**src/rtl/ahb_arbiter.sv**
```systemverilog
// ahb_arbiter
//   Round-robin AHB bus arbiter with HLOCK hold and a per-owner beat budget.
//   Ports:
//     ahb_clk_in          bus clock, rising edge
//     ahb_rstn_in         synchronous active-low reset
//     ahb_busreq_in       HBUSREQx, one bit per master
//     ahb_lock_in         HLOCKx, one bit per master
//     ahb_trans_in        HTRANS of the current address-phase owner
//     ahb_ready_in        HREADY from the slave mux; all state holds while low
//     ahb_grant_out       HGRANTx, one-hot, registered
//     ahb_master_out      HMASTER, address-phase owner index
//     ahb_master_data_out data-phase owner index
//     ahb_mastlock_out    HMASTLOCK, registered with the address phase
module ahb_arbiter #(
  parameter int unsigned MASTER_DEVICES = 2,
  parameter int unsigned DEFAULT_MASTER = 0,
  parameter int unsigned MAX_HOLD_BEATS = 16,
  parameter int unsigned MW = (MASTER_DEVICES > 2) ? $clog2(MASTER_DEVICES) : 1
) (
  input  logic                      ahb_clk_in,
  input  logic                      ahb_rstn_in,
  input  logic [MASTER_DEVICES-1:0] ahb_busreq_in,
  input  logic [MASTER_DEVICES-1:0] ahb_lock_in,
  input  logic [1:0]                ahb_trans_in,
  input  logic                      ahb_ready_in,
  output logic [MASTER_DEVICES-1:0] ahb_grant_out,
  output logic [MW-1:0]             ahb_master_out,
  output logic [MW-1:0]             ahb_master_data_out,
  output logic                      ahb_mastlock_out
);

  localparam int unsigned CW = $clog2(MAX_HOLD_BEATS + 1);

  localparam logic [1:0] TRANS_IDLE   = 2'b00;
  localparam logic [1:0] TRANS_BUSY   = 2'b01;
  localparam logic [1:0] TRANS_SEQ    = 2'b11;

  localparam logic [MASTER_DEVICES-1:0] DEF_GRANT = MASTER_DEVICES'(1) << DEFAULT_MASTER;
  localparam logic [MW-1:0]             DEF_IDX   = MW'(DEFAULT_MASTER);
  localparam logic [CW-1:0]             CNT_MAX   = CW'(MAX_HOLD_BEATS);

  // Arbitration is resolved in the same edge that leaves PARK/OWN/LOCKED,
  // so there is no separate registered ARB state.
  typedef enum logic [1:0] {
    PARK,
    OWN,
    LOCKED
  } arb_state_t;

  arb_state_t        state;
  logic [MW-1:0]     rr_ptr;
  logic [CW-1:0]     beat_cnt;

  logic [MW-1:0]     gidx;
  logic [MW-1:0]     win_idx;
  logic [MW-1:0]     cand;
  logic              win_found;
  logic              in_burst;
  logic              do_arb;

  // Index of the currently granted master.
  always_comb begin
    gidx = '0;
    for (int unsigned i = 0; i < MASTER_DEVICES; i++) begin
      if (ahb_grant_out[i]) gidx = MW'(i);
    end
  end

  // Round-robin search from rr_ptr+1; rr_ptr equals the current owner, so an
  // owner that re-requests is naturally ranked last.
  always_comb begin
    win_idx   = rr_ptr;
    win_found = 1'b0;
    cand      = '0;
    for (int unsigned i = 1; i <= MASTER_DEVICES; i++) begin
      cand = MW'((32'(rr_ptr) + i) % MASTER_DEVICES);
      if (!win_found && ahb_busreq_in[cand]) begin
        win_found = 1'b1;
        win_idx   = cand;
      end
    end
  end

  always_comb begin
    in_burst = (ahb_trans_in == TRANS_SEQ) || (ahb_trans_in == TRANS_BUSY);
    do_arb   = 1'b0;
    unique case (state)
      PARK:   do_arb = |ahb_busreq_in;
      OWN:    do_arb = !ahb_lock_in[gidx] &&
                       (!ahb_busreq_in[gidx] ||
                        (ahb_trans_in == TRANS_IDLE) ||
                        ((beat_cnt == CNT_MAX) && !in_burst));
      LOCKED: do_arb = !ahb_lock_in[gidx] && !in_burst;
      default: do_arb = 1'b0;
    endcase
  end

  always_ff @(posedge ahb_clk_in) begin
    if (!ahb_rstn_in) begin
      state               <= PARK;
      ahb_grant_out       <= DEF_GRANT;
      ahb_master_out      <= DEF_IDX;
      ahb_master_data_out <= DEF_IDX;
      ahb_mastlock_out    <= 1'b0;
      beat_cnt            <= '0;
      rr_ptr              <= DEF_IDX;
    end else if (ahb_ready_in) begin
      ahb_master_out      <= gidx;
      ahb_master_data_out <= ahb_master_out;
      ahb_mastlock_out    <= ahb_lock_in[gidx];

      // A new grant (even to the same master) or an owner change restarts the budget.
      if (do_arb || (gidx != ahb_master_out)) begin
        beat_cnt <= '0;
      end else if (ahb_trans_in[1] && (beat_cnt != CNT_MAX)) begin
        beat_cnt <= beat_cnt + 1'b1;
      end

      if (do_arb) begin
        if (win_found) begin
          ahb_grant_out <= MASTER_DEVICES'(1) << win_idx;
          rr_ptr        <= win_idx;
          state         <= ahb_lock_in[win_idx] ? LOCKED : OWN;
        end else begin
          ahb_grant_out <= DEF_GRANT;
          state         <= PARK;
        end
      end else if ((state == OWN) && ahb_lock_in[gidx]) begin
        state <= LOCKED;
      end
    end
  end

endmodule
```
**config.mk**
```make
export PLATFORM = sky130hd
export DESIGN_NAME = ahb_arbiter
export DESIGN_NICKNAME = d
export VERILOG_FILES = /design/src/rtl/ahb_arbiter.sv
export SDC_FILE = /design/constraint.sdc
export NUM_CORES = 1
export LEC_CHECK = 0
export ABC_AREA = 1
export CAP_MARGIN = 20
export CORE_MARGIN = 5
export CORE_UTILIZATION = 35
export DETAILED_ROUTE_END_ITERATION = 7
export GPL_TIMING_DRIVEN = 0
export SYNTH_ARGS = -nofsm -noshare
export SYNTH_HDL_FRONTEND = slang
export SYNTH_SLANG_ARGS = --single-unit
```
**constraint.sdc**
```tcl
create_clock -name ahb_clk_in -period 2.5 [get_ports ahb_clk_in]
set_clock_uncertainty 0.2 [all_clocks]
set_input_delay 0.375 -clock ahb_clk_in [delete_from_list [all_inputs] [get_ports ahb_clk_in]]
set_output_delay 0.375 -clock ahb_clk_in [all_outputs]
set_load 0.03 [all_outputs]
```
Word-level counts from Yosys, hierarchy flattened
Cells that the tools add are included.

word-level totals
  register bits = 13
  input port bits = 9
  word-level logic and storage cells = 68

operators by class
  add/sub/neg operators = 3
  magnitude comparators = 4
  equality and inequality tests = 7
  shifts and indexed selects = 1
  muxes and demuxes = 23
  reductions and logical operators = 23

operators with widths
  kind                   number
  $mux W1                15
  $mux W2                5
  $mux W5                2
  $lt A1 B2 Y1 const B   4
  $logic_and A1 B1 Y1    6
  $reduce_and A2 Y1      3
  $add A5 B1 Y5 const B  1
  $eq A5 B5 Y1 const B   1
  $ne A5 B5 Y1 const B   1
  $eq A2 B1 Y1 const B   2
  $eq A2 B2 Y1 const B   2
  $logic_not A1 Y1       4
  $logic_not A2 Y1       2
  $logic_or A1 B1 Y1     4
  $reduce_bool A2 Y1     2
  $pmux W1 S3            1
  $reduce_and A3 Y1      1
  $add A1 B1 Y1 const B  2
  $reduce_or A2 Y1       1
  $shl A1 B1 Y2 const A  1
  $ne A1 B1 Y1           1

Depth between registers and ports, before layout
Gate-level depths: netlist (run 1).

  depth after elaboration = 12
  mapped depth = 16

Worst setup path after synthesis (run 1)
Ideal clock, no wire load.

  kind = register -> register
  start = reg beat_cnt[0]
  end = reg beat_cnt[0]
  setup time = 115 ps
  arrival time = 1,396 ps
  data required time = 2,185 ps
  setup slack = 789 ps
  cell stages (with the launch flop) = 15
  path through = dfxtp_1 inv_1 ha_1 nand2_1 inv_1 nand2_1 nand3_1 nand2_1 nand2_1 nand2_1 nand2_2 nand2_4 nand3_4 a21oi_1 nor2_1

on the way
  word-level cells in the longest chain between the ends = 8

RTL lines
  what                                 RTL line  RTL
  from (decl)                          52        logic [CW-1:0] beat_cnt;
  from (signal assigned)               116       beat_cnt <= beat_cnt + 1'b1;
  $eq A5 B5 Y1                         92        ((beat_cnt == CNT_MAX) && !in_burst));
  $logic_and A1 B1 Y1                  92
  $logic_or A1 B1 Y1                   91        (ahb_trans_in == TRANS_IDLE) ||
  $logic_and A1 B1 Y1                  89        OWN: do_arb = !ahb_lock_in[gidx] &&
  $pmux W1 S3                          87        unique case (state)
  $logic_or A1 B1 Y1                   113       if (do_arb || (gidx != ahb_master_out)) begin
  $reduce_bool A2 Y1 (no source line)  -
  $reduce_and A2 Y1 (no source line)   -

Several ways; a longest one is shown, not always the timed one. The select of a mux whose other input is x is not followed.
A chain may end at the register's enable or synchronous reset.

Worst setup path in the final report (run 1)
  start = reg ahb_grant_out[1]
  end = out ahb_grant_out[1]

RTL lines
  what                    RTL line  RTL
  from (decl)             26        output logic [MASTER_DEVICES-1:0] ahb_grant_out,
  from (signal assigned)  121       ahb_grant_out <= MASTER_DEVICES'(1) << win_idx;

No word-level cell between the ends.

==> metrics.md, run 1 <==
| Metric | Value |
|---|---|
| Status | `finished, final reports clean` |
| Flip-flop and latch area | `260 sq um` |
| I/O pins | `14` |
| Cell depth of the worst flop-to-flop path | `14` |
| Yosys top cell area share | `31.6%` |
| Number of global-route vias before repair | `758` |
| Prevailing post-synth register cell | `dfxtp_1` |
| WS Path Type | `reg -> out` |
| Rows | `17` |
| RSZ-0062 raised after global routing | `no` |
| Worst-skew pair later-pin latency | `280 ps` |
| Req. time, crit path | `1920 ps` |
| Hold_buf cts | `0` |
| CTS Buf Count | `3` |
| Post-CTS setup buffers | `0` |
| Hold Crit Depth | `3` |
| Setup TNS | `0 ps` |
| Final hold vios | `0` |
| Register-to-register setup slack | `570 ps` |
| # H-tree levels | `1` |
| Worst slew pin tran | `604 ps` |
| Die area | `3430 sq um` |
| Cell variety after synth | `18` |
| Footprint of the multi-input gates | `479 sq um` |
| Largest net degree at the start of global routing | `11` |
| DRC | `0` |
| Most Used Layer, Global Route | `met2` |
| Final setup fails | `0` |
| Die width | `58.5 um` |
| Die H | `58.5 um` |
| Leakage | `0.478 nW` |
| Top-count cell post-synth | `nand2_1` |
| Synth async-reset ratio | `0%` |
| Area leader, netlist | `dfxtp_1` |
| Number of diodes | `0` |
| Arrival time at the worst endpoint | `1620 ps` |
| Syn_area_per_cell | `6.70 sq um` |
| Synth warn | `0` |
| Reg2reg start | `beat_cnt[0]$_SDFFE_PN0P_` |
| Core Region | `2230 sq um` |
| Final worst path period need | `2190 ps` |
| Post-layout util | `45.0%` |
| Fin crit share | `87.7%` |
| Pwr/cell area | `599 nW/um^2` |
| Post-synth EDFFs | `0` |
| Post-CTS Resized | `0` |
| Initial Util | `36.9%` |
| WL final | `1770 um` |
| Seq/Total Area, Yosys | `31.6%` |
| Mapped Nets | `138` |
| CP max FO | `8` |
| Startpoint types | `flop` |
| Layout cells sized above 1 | `7.91%` |
| Number of port buffers | `12` |
| CP Capture Type | `output pin` |
| Synth top area cells | `dfxtp_1, nand2_1, ha_1` |
| RePlAce Congestion | `0.791` |
| HP Class | `in -> reg` |
| Flops & latches, synth | `13` |
| RR Endpoint | `beat_cnt[0]$_SDFFE_PN0P_` |
| Vias per inst | `4.74` |
| Initial antenna violation count | `0` |
| Clk buf depth | `2` |
| Post-route ant nets | `0` |
| Area grow syn2layout | `22.0%` |
| Met2 GRT Util | `18.8%` |
| GRT Total Usage | `11.8%` |
| Detailed Route Iter0 Violations | `15` |
| Post-Syn Area | `825 sq um` |
| WHS Endpoint | `state[1]$_SDFFE_PN0P_` |
| Drt wl/cell | `10.6 um` |
| Detailed placer's ending HPWL | `1350 um` |
| Worst hold start | `ahb_ready_in` |
| Max-slew violations | `0` |
| DR vias | `792` |
| Clk sinks | `13` |
| Synthesized instance count | `123` |
| Root buffer cell | `clkbuf_4` |
| CTS tree | `built` |
| Fillers | `252` |
| Fmax | `456 MHz` |
| Met3 Track Usage GR | `2.85%` |
| Rel. slew slack | `59.5%` |
| Grt ovf | `0` |
| 1st-pass router iterations | `4` |
| Max Cap Violations | `0` |
| Synth top cells by count | `nand2_1, inv_1, nor2_1` |
| Worst-path clk slew | `80 ps` |
| First-pass GRT wire length | `3110 um` |
| Met1 usage | `14.9%` |
| NumNets Final | `155` |
| VDD IR max | `0.354 mV` |
[layout make-up]
class	instances	share of cell area (%)
multi-input cells	90	47.6
clock buffers	4	2.61
well taps	28	3.48
inverters	16	5.97
plain buffers	4	2.49
flip-flops and latches	13	25.9
repair buffers	12	11.9
[flip-flops by register name, indices dropped and copies added (netlist names)]
name	cells
rr_ptr	1
ahb_master_out	1
ahb_master_data_out	1
state	2
ahb_mastlock_out	1
ahb_grant_out	2
beat_cnt	5
[cell families (layout without fill, tap and decap cells)]
logic type,Yosys count,in the layout,synth area share (%)
xor+xnor,4,4,4.25
buf+inv,20,36,10.3
simple gates,62,62,33.4
flops,13,13,31.6
fa+ha+maj,6,6,9.10
compound gates,18,18,11.4
[placed cells by master, fill, tap and decap left out, drive strengths merged]
| master | instances |
|---|---|
| inv | 16 |
| xnor2 | 1 |
| o21ai | 8 |
| ha | 6 |
| clkdlybuf4s50 | 12 |
| nand3 | 15 |
| a21oi | 10 |
| dfxtp | 13 |
| nor2 | 16 |
| nor3 | 1 |
| xor2 | 3 |
| clkbuf | 5 |
| nand2 | 30 |
| buf | 3 |
[per-stage QoR]
stage | worst slack [ps] | hold slack (ps) | area, sq um | std cells | power, mW
final | 307 | 261 | 1010 | 167 | 0.602
after global routing | 252 | 292 | 1010 | 167 | 0.650
after CTS | 306 | 260 | 1010 | 167 | 0.608
after detailed placement | 401 | 262 | 980 | 163 | 0.475
after global placement | 422 | 260 | 980 | 163 | 0.471
after floorplan | 789 | 258 | 825 | 123 | 0.416
[power by group]
part,switching (mW),leakage [nW],internal [mW]
clock,0.0704,0.0150,0.0618
sequential,0.0242,0.107,0.231
combinational,0.129,0.356,0.0861
total,0.223,0.478,0.379
[metal layers]
| metal | vias to the layer above | share of wire (%) |
|---|---|---|
| met1 | 354 | 51 |
| met2 | 8 | 45 |
| li1 | 426 | - |
| met3 | 4 | 1.9 |
| met5 | - | 0 |
| met4 | 0 | 1.9 |
[worst max-delay path, stage by stage, from the launching register on]
cell and delay [ps]:
dfxtp_1 520, buf_4 170, clkdlybuf4s50_1 660
[how the worst max path moves through the flow]
stage / startpoint / endpoint / slack [ps] / depth (start not counted)
2_1_floorplan: beat_cnt[0]$_SDFFE_PN0P_ / beat_cnt[0]$_SDFFE_PN0P_ / 790 / 14
5_1_grt: ahb_grant_out[1]$_SDFFE_PN0P_ / ahb_grant_out[1] / 250 / 2
3_5_place_dp: ahb_busreq_in[0] / beat_cnt[0]$_SDFFE_PN0P_ / 400 / 10
6_report: ahb_grant_out[1]$_SDFFE_PN0P_ / ahb_grant_out[1] / 310 / 2
3_3_place_gp: ahb_busreq_in[0] / beat_cnt[1]$_SDFFE_PN0P_ / 420 / 10
4_1_cts: ahb_grant_out[1]$_SDFFE_PN0P_ / ahb_grant_out[1] / 310 / 2
Note: power is estimated with default switching activity, not from simulation.
==> inputs of run 2 (changes only) <==
- CAP_MARGIN: 20 -> 40
- DONT_BUFFER_PORTS: default -> 1
==> run 2 against run 1 <==
Effect of this change:
- worst hold slack lost 220 ps
- power shrank 3.9%
- worst setup slack gained 280 ps
- register-to-register slack gained 20 ps
- sequential share of layout area grew 3.5 points
- non-clock buffer count shrank 12
- critical path depth grew 12
- first-iteration DRC count grew 13%
- combinational power shrank 16%
- wire length shrank 8.4%
- critical path type is now reg -> reg
==> metrics.md, run 2 (synthesis gave the netlist of run 1 again) <==
| Metric | Value |
|---|---|
| Rel. slew slack | `58.1% (-1.3 points)` |
| Max reg flops | `5 (unchanged)` |
| Detailed placer's ending HPWL | `1240 um (-8.0%)` |
| Register-to-register setup slack | `590 ps (+20 ps)` |
| Layout cells sized above 1 | `8.66% (+0.75 points)` |
| WL final | `1620 um (-8.4%)` |
| Worst-path clk slew | `80 ps (about the same)` |
| Number of diodes | `0 (unchanged)` |
| 1st-pass router iterations | `4 (unchanged)` |
| Die width | `58.5 um (unchanged)` |
| Vias per inst | `4.74 (-0.15%)` |
| RSZ-0062 raised after global routing | `no` |
| Initial Util | `36.9% (unchanged)` |
| Final Cell Area | `886 sq um (-12%)` |
| Most frequent CP cell | `nand2_1` |
| Commonest non-fill, non-tap cells in the layout | `nand2_1, inv_1, nor2_1, nand3_1, dfxtp_1` |
| Status | `finished, final reports clean` |
| Arrival time at the worst endpoint | `1890 ps (+270 ps)` |
| CP max FO | `10 (+2)` |
| Rows | `17 (unchanged)` |
| Post-CTS Resized | `0 (unchanged)` |
| Root buffer cell | `clkbuf_4` |
| Largest Register | `beat_cnt` |
| Number of port buffers | `0 (-12)` |
| CP max stage cell | `dfxtp_1` |
| Leading cell type in the layout, fill and taps excluded | `nand2_1` |
| CTS Buf Count | `3 (unchanged)` |
| CTS tree | `built` |
| Post-CTS setup buffers | `0 (unchanged)` |
| Post-route ant nets | `0 (unchanged)` |
| Max stage delay on crit path | `380 ps (-280 ps)` |
| Detailed Route Iter0 Violations | `17 (+2)` |
| Clk buf depth | `2 (unchanged)` |
| Grt ovf | `0 (unchanged)` |
| Fillers | `242 (-4.0%)` |
| Hold Crit Depth | `2 (-1)` |
| Cell depth of the worst flop-to-flop path | `14 (unchanged)` |
| Fin crit share | `76.3% (-11 points)` |
| GRT Total Usage | `11.0% (-0.77 points)` |
| Final hold vios | `0 (unchanged)` |
| Max Cap Violations | `0 (unchanged)` |
| Initial antenna violation count | `0 (unchanged)` |
| Worst-skew pair later-pin latency | `280 ps (about the same)` |
| Fmax | `524 MHz (+15%)` |
| Biggest regs | `beat_cnt: 5 flops, ahb_grant_out: 2 flops, state: 2 flops` |
| Final worst path period need | `1910 ps (-284 ps)` |
| Setup TNS | `0 ps (unchanged)` |
| WS Path Type | `reg -> reg` |
| Footprint of the multi-input gates | `479 sq um (unchanged)` |
| DR vias | `734 (-7.3%)` |
| # H-tree levels | `1 (unchanged)` |
| Placed instance count | `151 (-7.4%)` |
| HP Class | `in -> reg` |
| RR Endpoint | `beat_cnt[2]$_SDFFE_PN0P_` |
| Largest net degree at the start of global routing | `11 (unchanged)` |
| Number of global-route vias before repair | `684 (-9.8%)` |
| Req. time, crit path | `2480 ps (+560 ps)` |
| Worst slew pin tran | `623 ps (+19.8 ps)` |
| Pwr/cell area | `654 nW/um^2 (+9.2%)` |
| Final setup fails | `0 (unchanged)` |
| Core Region | `2230 sq um (unchanged)` |
| Area grow syn2layout | `7.44%` |
| Flip-flop and latch area | `260 sq um (unchanged)` |
| I/O pins | `14 (unchanged)` |
| WHS Endpoint | `rr_ptr$_SDFFE_PN0P_` |
| Hold_buf cts | `0 (unchanged)` |
| Startpoint types | `flop` |
| RePlAce Congestion | `0.757 (-4.3%)` |
| Leakage | `0.433 nW (-9.6%)` |
| Worst hold slack | `43.1 ps (-218 ps)` |
| Cell Chain, Critical Path | `inv_1 -> ha_1 -> nand2_1 -> inv_1 -> nand2_1 -> nand3_1 -> nand2_1 -> nand2_1 -> nand2_1 -> nand2_2 -> nand2_4 -> nand3_4 -> a21oi_1 -> nor2_1` |
| Non-filler instance count after layout | `155 (-7.2%)` |
| VDD IR max | `0.326 mV (-7.7%)` |
| Worst hold start | `ahb_rstn_in` |
| Max-slew violations | `0 (unchanged)` |
| Reg2reg start | `beat_cnt[0]$_SDFFE_PN0P_` |
| Placed cell area | `860 sq um (-12%)` |
| Clk sinks | `13 (unchanged)` |
| NumNets Final | `143 (-7.7%)` |
| Die H | `58.5 um (unchanged)` |
| CP Capture Type | `flop` |
| DRC | `0 (unchanged)` |
| Drt wl/cell | `10.5 um (-1.3%)` |
| Die area | `3430 sq um (unchanged)` |
| First-pass GRT wire length | `2880 um (-7.3%)` |
[run 2: cell types whose count changed in the layout (fill, tap and decap cells not counted), sizes merged]
cell,change
clkdlybuf4s50,-12
[run 2: cell type report]
type / instances / share of cell area, %
clock buffers: 4 / 2.97
flip-flops and latches: 13 / 29.4
multi-input cells: 90 / 54.1
well taps: 28 / 3.95
inverters: 16 / 6.78
plain buffers: 4 / 2.82
[run 2: worst max path at each step]
stage	from	endpoint	slack (ps)	cells past startpoint
5_1_grt	beat_cnt[0]$_SDFFE_PN0P_	beat_cnt[3]$_SDFFE_PN0P_	340	14
2_1_floorplan	beat_cnt[0]$_SDFFE_PN0P_	beat_cnt[0]$_SDFFE_PN0P_	790	14
3_5_place_dp	beat_cnt[0]$_SDFFE_PN0P_	beat_cnt[2]$_SDFFE_PN0P_	580	14
6_report	beat_cnt[0]$_SDFFE_PN0P_	beat_cnt[2]$_SDFFE_PN0P_	590	14
3_3_place_gp	beat_cnt[0]$_SDFFE_PN0P_	beat_cnt[1]$_SDFFE_PN0P_	610	14
4_1_cts	beat_cnt[0]$_SDFFE_PN0P_	beat_cnt[2]$_SDFFE_PN0P_	570	14
[run 2: metrics by stage]
stage	util [%]	total power, mW	setup WS (ps)
6_report	39.7	0.579	592
5_1_grt	39.7	0.634	341
4_1_cts	39.7	0.586	575
3_5_place_dp	38.5	0.449	583
3_3_place_gp	38.5	0.447	610
2_1_floorplan	-	0.416	789
[run 2: critical path: cells and delay by family (launching register included)]
family | cells | cell delay, ps
AOI/OAI and AO/OA | 1 | 170
adders and majority gates | 1 | 190
buffers and inverters | 2 | 110
DFF | 1 | 380
and+or+nand+nor | 10 | 780
[run 2: power breakdown]
| part | internal (mW) | total, mW | switching [mW] |
|---|---|---|---|
| combinational | 0.0671 | 0.180 | 0.113 |
| sequential | 0.231 | 0.264 | 0.0329 |
| clock | 0.0621 | 0.135 | 0.0727 |
[run 2: metal layers]
metal	wire (um)	track usage (%)
met1	809	14.6
met2	689	15.5
met3	72	3.07
met4	48	6.95
met5	0	0
==> inputs of run 3 (changes only) <==
- clock period: 2.5 -> 1.64 ns (I/O delays scaled with it)
==> run 3 against run 2 <==
Effect of this change:
- the flow now finishes with violations (setup timing)
- count of clock-buffer cells in the layout stayed put
- register-to-register slack worse by 720 ps
- cell count rose by 3.9%
- maximum frequency grew 7.8%
- wire length is 20% higher
- global-route usage is 2.2 points higher
- critical path depth fell by 3
- sequential share of layout area decreased by 4.1 points
- clock power grew 49%
==> metrics.md, run 3 (synthesis gave the netlist of run 1 again) <==
| Metric | Value |
|---|---|
| Worst-path clk slew | `80 ps (about the same)` |
| CP max stage cell | `dfxtp_2` |
| WS Path Type | `reg -> reg` |
| Fin crit share | `108% (+32 points)` |
| Post-route ant nets | `0 (unchanged)` |
| RSZ-0062 raised after global routing | `yes` |
| Cell Chain, Critical Path | `inv_2 -> ha_1 -> o21ai_0 -> nor2_1 -> nand2_2 -> nand2_4 -> nand2_8 -> nand3_4 -> nand3_1 -> nand2_1 -> nor2_1` |
| Rows | `17 (unchanged)` |
| Max-slew violations | `0 (unchanged)` |
| Leakage | `0.483 nW (+12%)` |
| Largest Register | `beat_cnt` |
| Area grow syn2layout | `28.8%` |
| Commonest non-fill, non-tap cells in the layout | `nand2_1, nor2_1, nand3_1, inv_1, dfxtp_1` |
| Worst slew pin tran | `525 ps (-98.3 ps)` |
| Drt wl/cell | `12.1 um (+16%)` |
| DRC | `0 (unchanged)` |
| CP top delay family | `simple AND/OR/NAND/NOR gates` |
| Initial antenna violation count | `0 (unchanged)` |
| Number of port buffers | `0 (unchanged)` |
| Clk buf depth | `2 (unchanged)` |
| Die H | `58.5 um (unchanged)` |
| Post-layout util | `47.6% (+7.9 points)` |
| VDD IR max | `0.620 mV (+90%)` |
| Fmax | `565 MHz (+7.8%)` |
| Setup WS pre-CTS | `-254 ps (-837 ps)` |
| Clk sinks | `13 (unchanged)` |
| WL final | `1950 um (+20%)` |
| Flip-flop and latch area | `269 sq um (+3.4%)` |
| Fillers | `234 (-3.3%)` |
| Non-filler instance count after layout | `161 (+3.9%)` |
| CTS tree | `built` |
| Biggest regs | `beat_cnt: 5 flops, ahb_grant_out: 2 flops, state: 2 flops` |
| CP max FO | `5 (-5)` |
| Max stage delay on crit path | `360 ps (-20 ps)` |
| # H-tree levels | `1 (unchanged)` |
| Req. time, crit path | `1620 ps (-860 ps)` |
| Number of global-route vias before repair | `860 (+26%)` |
| Startpoint types | `flop` |
| Leading cell type in the layout, fill and taps excluded | `nand2_1` |
| Footprint of the multi-input gates | `612 sq um (+28%)` |
| Core Region | `2230 sq um (unchanged)` |
| Detailed placer's ending HPWL | `1340 um (+7.8%)` |
| Number of diodes | `0 (unchanged)` |
| Final hold vios | `0 (unchanged)` |
| Status | `finished with violations` |
| Final worst path period need | `1770 ps (-138 ps)` |
| RePlAce Congestion | `0.783 (+3.4%)` |
| Rel. slew slack | `64.8% (+6.7 points)` |
| Max Cap Violations | `0 (unchanged)` |
| Most frequent CP cell | `nor2_1` |
| Root buffer cell | `clkbuf_4` |
| CP Capture Type | `flop` |
| Grt ovf | `0 (unchanged)` |
| Die width | `58.5 um (unchanged)` |
| Failing checks | `setup timing` |
| HP Class | `in -> reg` |
| Die area | `3430 sq um (unchanged)` |
| Pwr/cell area | `968 nW/um^2 (+48%)` |
| Final setup fails | `10 (+10)` |
| WP buf/inv | `1 (-1)` |
| Worst hold slack | `16.2 ps (-27.0 ps)` |
| Initial Util | `36.9% (unchanged)` |
| Detailed Route Iter0 Violations | `14 (-3)` |
| 1st-pass router iterations | `3 (-1)` |
| First-pass GRT wire length | `3530 um (+23%)` |
| Placed instance count | `151 (unchanged)` |
| GRT Total Usage | `13.2% (+2.2 points)` |
| I/O pins | `14 (unchanged)` |
| Vias per inst | `4.94 (+4.3%)` |
| Max reg flops | `5 (unchanged)` |
| Largest net degree at the start of global routing | `11 (unchanged)` |
| NumNets Final | `149 (+4.2%)` |
| DR vias | `795 (+8.3%)` |
| Arrival time at the worst endpoint | `1750 ps (-140 ps)` |
| Final WS setup | `-130 ps (-722 ps)` |
| Worst-skew pair later-pin latency | `270 ps (about the same)` |
| CTS Buf Count | `3 (unchanged)` |
| Layout cells sized above 1 | `37.6% (+29 points)` |
==> run 3: per-stage QoR <==
| stage | cell area [sq um] | total power, mW | TNS [ps] |
|---|---|---|---|
| after floorplan | 848 | 0.652 | -203 |
| after global placement | 883 | 0.702 | -1590 |
| after detailed placement | 883 | 0.712 | -1770 |
| after CTS | 1010 | 0.981 | -1490 |
| after global routing | 1060 | 1.12 | -2550 |
| final | 1060 | 1.03 | -1000 |
==> run 3: power breakdown <==
part / internal (mW) / leakage [nW] / switching (mW) / total (mW)
registers: 0.357 / 0.109 / 0.0537 / 0.410
clock network: 0.0941 / 0.0150 / 0.107 / 0.201
logic: 0.164 / 0.359 / 0.254 / 0.417
==> run 3: repair_timing <==
item                       4_1_cts  5_1_grt
setup buffers                    3        0
hold buffers                     1        0
pin swaps                       10        9
gates cloned                     2        0
gates resized for setup         15       18
setup endpoints to repair       10       10
hold endpoints to repair         3        0
==> run 3: layout make-up <==
| type | instances | share of cell area (%) |
|---|---|---|
| Clock buffer | 4 | 2.47 |
| Sequential cell | 13 | 25.3 |
| Multi-Input combinational cell | 92 | 57.6 |
| Inverter | 16 | 5.89 |
| Timing Repair Buffer | 4 | 3.06 |
| Buffer | 4 | 2.36 |
| Tap cell | 28 | 3.30 |
==> run 3: path summary, 6_finish.rpt <==
path                                                      end  slack (ps)  cells after the start             startpoint
worst max-delay path                 beat_cnt[3]$_SDFFE_PN0P_        -130                     11  state[1]$_SDFFE_PN0P_
worst max register to register       beat_cnt[3]$_SDFFE_PN0P_        -130                     11  state[1]$_SDFFE_PN0P_
worst min-delay path            ahb_grant_out[0]$_SDFFE_PN1P_          20                      2            ahb_rstn_in
worst min register to register          state[1]$_SDFFE_PN0P_         300                      2  state[1]$_SDFFE_PN0P_
==> run 3: layer usage <==
metal	GRT usage, %	part of all wire, %
met1	14.7	44
met2	23.6	51
met3	3.95	4.1
met4	4.64	0.93
met5	0	0
